==> src/rtl/mem_frame_packer.sv <==
// +--------------------------------------------------------------------------+
// | mem_frame_packer                                                         |
// | Packs a valid/ready word stream into a K_DEPTH-word frame image and      |
// | presents it with a valid/ack handshake. Optional early frame close via   |
// | i_last when MEM_FRAME_PACKER_PARTIAL_EN is defined.                      |
// | Revision: 1.0                                                            |
// +--------------------------------------------------------------------------+
`default_nettype none

module mem_frame_packer #(
  parameter int K_DWIDTH = 8,
  parameter int K_DEPTH  = 4,
  parameter int K_CWIDTH = $clog2(K_DEPTH + 1)
) (
  input  logic                               i_clk,
  input  logic                               i_rst,
  input  logic [K_DWIDTH-1:0]                i_data,
  input  logic                               i_valid,
`ifdef MEM_FRAME_PACKER_PARTIAL_EN
  input  logic                               i_last,
`endif
  output logic                               o_ready,
  input  logic                               i_flush,
  output logic [K_DEPTH-1:0][K_DWIDTH-1:0]   o_mem,
  output logic                               o_mem_valid,
  input  logic                               i_mem_ack,
  output logic [K_CWIDTH-1:0]                o_count,
  output logic                               o_overflow
);

  typedef enum logic [0:0] {
    S_FILL = 1'b0,
    S_HOLD = 1'b1
  } state_t;

  localparam logic [K_CWIDTH-1:0] c_last_idx = K_CWIDTH'(K_DEPTH - 1);

  state_t              r_state;
  logic [K_CWIDTH-1:0] r_cnt;
  logic                w_close;

`ifdef MEM_FRAME_PACKER_PARTIAL_EN
  assign w_close = (r_cnt == c_last_idx) || i_last;
`else
  assign w_close = (r_cnt == c_last_idx);
`endif

  assign o_ready = (r_state == S_FILL);

  always_ff @(posedge i_clk or posedge i_rst) begin
    if (i_rst) begin
      r_state     <= S_FILL;
      r_cnt       <= '0;
      o_mem       <= '0;
      o_mem_valid <= 1'b0;
      o_count     <= '0;
      o_overflow  <= 1'b0;
    end else begin
      if (r_state == S_HOLD && i_valid) begin
        o_overflow <= 1'b1;
      end
      case (r_state)
        S_FILL: begin
          // Flush wins over a coincident accept: the word is dropped.
          if (i_flush) begin
            r_cnt <= '0;
          end else if (i_valid) begin
            for (int i = 0; i < K_DEPTH; i++) begin
              if (K_CWIDTH'(i) == r_cnt) begin
                o_mem[i] <= i_data;
`ifdef MEM_FRAME_PACKER_PARTIAL_EN
              end else if (i_last && (K_CWIDTH'(i) > r_cnt)) begin
                o_mem[i] <= '0;
`endif
              end
            end
            r_cnt <= r_cnt + 1'b1;
            if (w_close) begin
              r_state     <= S_HOLD;
              o_mem_valid <= 1'b1;
              o_count     <= r_cnt + 1'b1;
            end
          end
        end
        S_HOLD: begin
          if (i_mem_ack) begin
            r_state     <= S_FILL;
            r_cnt       <= '0;
            o_mem_valid <= 1'b0;
            o_count     <= '0;
          end
        end
        default: r_state <= S_FILL;
      endcase
    end
  end

endmodule

`default_nettype wire

==> config.mk <==
export PLATFORM = sky130hd
export DESIGN_NAME = mem_frame_packer
export DESIGN_NICKNAME = d
export VERILOG_FILES = /design/src/rtl/mem_frame_packer.sv
export SDC_FILE = /design/constraint.sdc
export NUM_CORES = 1
export LEC_CHECK = 0
export CAP_MARGIN = 20
export CORE_AREA = 2 2 56 69
export CTS_BUF_LIST = sky130_fd_sc_hd__clkbuf_4 sky130_fd_sc_hd__clkbuf_8
export DETAILED_ROUTE_END_ITERATION = 8
export DIE_AREA = 0 0 58 71
export GPL_TIMING_DRIVEN = 0
export PLACE_DENSITY = 0.84
export SYNTH_ARGS = -nofsm -noshare
export SYNTH_HDL_FRONTEND = slang
export SYNTH_SLANG_ARGS = --single-unit
==> constraint.sdc <==
create_clock -name i_clk -period 5.15 [get_ports i_clk]
set_input_delay 0.7725 -clock i_clk [delete_from_list [all_inputs] [get_ports i_clk]]
set_output_delay 0.7725 -clock i_clk [all_outputs]
set_load 0.02 [all_outputs]
==> results.txt <==
outcome = complete, no violations
area share of the largest cell type after synthesis = 61.5%
Internal = 0.000816 W
YS warnings = 0
final WL = 3490 um
Avg Cell Area, Syn = 14.5 um^2
vias in the first global route = 1,219
Req. time, crit path = 4.38 ns
Synth cell types = 21
unrepaired setup endpoints after global routing = false
min Tclk post-route = 2.36 ns
setup violators final = 0
Fmax = 424 MHz
Worst slew margin = 45.0%
pin count of the biggest net entering global routing = 42
Initial Util = 47.9%
CTS tree = yes
DIE AREA = 4120 um^2
Clk pwr share = 22.2%
combinational power share = 38.2%
P_sw = 0.000372 W
Worst Path Max Fanout = 8
Detailed Routing Iterations Pass 1 = 4
PostCTS Resize Cnt = 0
Die Y = 71 um
I/O pin count = 51
Crit-path slowest cell = clkdlybuf4s50_1
register share of total power = 39.6%
first-pass GRT wire length = 5940 um
Area Growth Syn to Fin = 39.5%
cells along the critical path = clkbuf_2, inv_1, clkdlybuf4s50_1
fill count = 257
TritonCTS Buffers = 5
Clk Latency, worst-skew pair = 0.29 ns
Synth Register Bits = 41
Hold Buf Count CTS = 0
Worst-Margin Slew = 0.824 ns
number of synthesized flops with an enable pin = 0
CTS max path bufs = 2
CTS Root Cell = clkbuf_8
Multi-input gate area = 596 um^2
vias per inst = 5.09
Post-synth top cells = 41 x dfrtp_1, 31 x mux2_2, 7 x inv_1
Cell Area, Synth = 1670 um^2
Seq/Total Area, Yosys = 61.5%
VDD IR max = 392 uV
Overflow after GRT = 0
Core Region = 3480 um^2
vias post-DR = 1,074
# H-tree levels = 2
Die W = 58 um
drt wl/cell = 16.5 um
# rows = 24
Synth Instances = 115
MaxCap Viol Count = 0
Residual DRC = 0
Synth area leaders = dfrtp_1 62%, mux2_2 21%, ha_1 3.8%
Sw Ratio = 31.3%
initial antenna violation count = 0
Layout Skew = 0.00421 ns
crit end category = primary output
Total GRT Usage = 19.2%
crit path DAT = 1.59 ns
setup repair bufs after CTS = 0
DRT iter0 DRCs = 20
Synthesized Nets = 133
final core utilization = 66.8%
Cell Pwr Density = 510 nW/um^2
Crit Path Category = reg2out
layout net count = 189
most frequent cell after synthesis = dfrtp_1
Critical Path Source Type = register
CTS sink cnt = 41
area leader, netlist = dfrtp_1
final hold vios = 0
Pins Over Slew Limit = 0
post-detail-place hpwl = 2520 um
leakage = 1.05 nW
asr flop ratio synth = 100%
register area = 1030 um^2
IO buf count = 49
class of the worst hold path = reg2reg
crit share post-route = 45.8%
Synth Flop Type = dfrtp_1
GP Congestion = 0.752
setup_tns = 0 ns
Routed Antenna Nets = 0
Crit path largest cell delay = 0.62 ns
ant diodes = 0
ratio of cells with drive above 1 in the final layout = 27.9%
register clock-pin slew on the reported worst setup and hold paths = 0.07 ns
==> cell type report <==
type                       count  area share, %
multi-input combinational     63           25.6
timing repair buffer          49           21.1
sequential                    41           44.1
clock inverter                 2           1.61
buffer                         4          0.860
inverter                       7           1.13
clock buffer                   6           3.55
tap                           39           2.10
==> power by group through the flow <==
| stage | clock network [W] | registers [W] | logic (W) |
|---|---|---|---|
| finish | 0.000263 | 0.000470 | 0.000454 |
| CTS | 0.000269 | 0.000471 | 0.000459 |
| global route | 0.000282 | 0.000484 | 0.000478 |
| floorplan | 0 | 0.000590 | 0.000103 |
| global placement | 0 | 0.000469 | 0.000447 |
| detailed placement | 0 | 0.000475 | 0.000456 |
==> sequential cells by signal (all words and copies together) (netlist names) <==
register and cells:
o_overflow 1, r_cnt 3, o_mem_valid 1, o_mem 32, o_count 3, r_state 1
==> worst paths after layout <==
check	startpoint	end	slack (ns)	cells after the start
worst min register to register	o_overflow$_DFFE_PP0P_	o_overflow$_DFFE_PP0P_	0.46	1
worst max register to register	r_cnt[0]$_DFFE_PP0P_	o_mem[24]$_DFFE_PP0P_	3.27	6
worst max-delay path	r_state$_DFF_PP0_	o_ready	2.79	3
worst min-delay path	o_overflow$_DFFE_PP0P_	o_overflow$_DFFE_PP0P_	0.46	1
min in group asynchronous	i_rst	o_mem[13]$_DFFE_PP0P_	0.96	2
max in group asynchronous	i_rst	o_count[2]$_DFFE_PP0P_	3.67	2
==> per-stage QoR <==
step | hold slack, ns | std cells | worst slack (ns) | total power [W] | instance area, um^2
after global placement | 0.444 | 203 | 2.69 | 0.000916 | 2210
final | 0.465 | 211 | 2.79 | 0.00119 | 2330
after floorplan | 0.530 | 115 | 3.32 | 0.000693 | 1670
after global routing | 0.480 | 211 | 2.71 | 0.00124 | 2330
after detailed placement | 0.443 | 203 | 2.67 | 0.000931 | 2210
after CTS | 0.460 | 211 | 2.78 | 0.00120 | 2330
==> per-layer routing <==
layer	global-route usage (%)	wire length, um	vias up
met5	0	0	-
met4	6.20	35	0
met3	7.50	289	4
met2	30.8	1740	40
met1	23.9	1420	526
li1	-	-	504
==> logic make-up after synthesis <==
kind of cell / share of synthesized area [%]
flip-flops: 61.5
multiplexers: 22.2
AND/OR/NAND/NOR: 5.70
buffers and inverters: 2.78
AO/OA/AOI/OAI: 3.53
adder cells (fa/ha/maj): 3.75
XOR/XNOR: 0.525
==> cell usage in the layout, fill, tap and decap left out <==
cell / count
clkdlybuf4s50_1: 49
dfrtp_1: 41
mux2_2: 31
nand2_1: 6
inv_1: 6
clkbuf_8: 6
ha_1: 5
o21ai_0: 4
buf_2: 3
nand2_2: 3
nand3_1: 3
clkbuf_2: 1
nor4b_4: 1
nand4bb_1: 1
nor2_1: 1
a2bb2oi_1: 1
o22ai_1: 1
a21o_1: 1
inv_2: 1
xor2_1: 1
o31ai_1: 1
mux2i_1: 1
o32ai_1: 1
mux2_1: 1
bufinv_16: 1
clkinvlp_4: 1
==> worst max-delay path, delay by kind of cell, from the launching register on <==
kind / cells / cell delay [ns]
buf+inv: 3 / 0.94
flops: 1 / 0.36
Power figures use the tool's default switching activity.
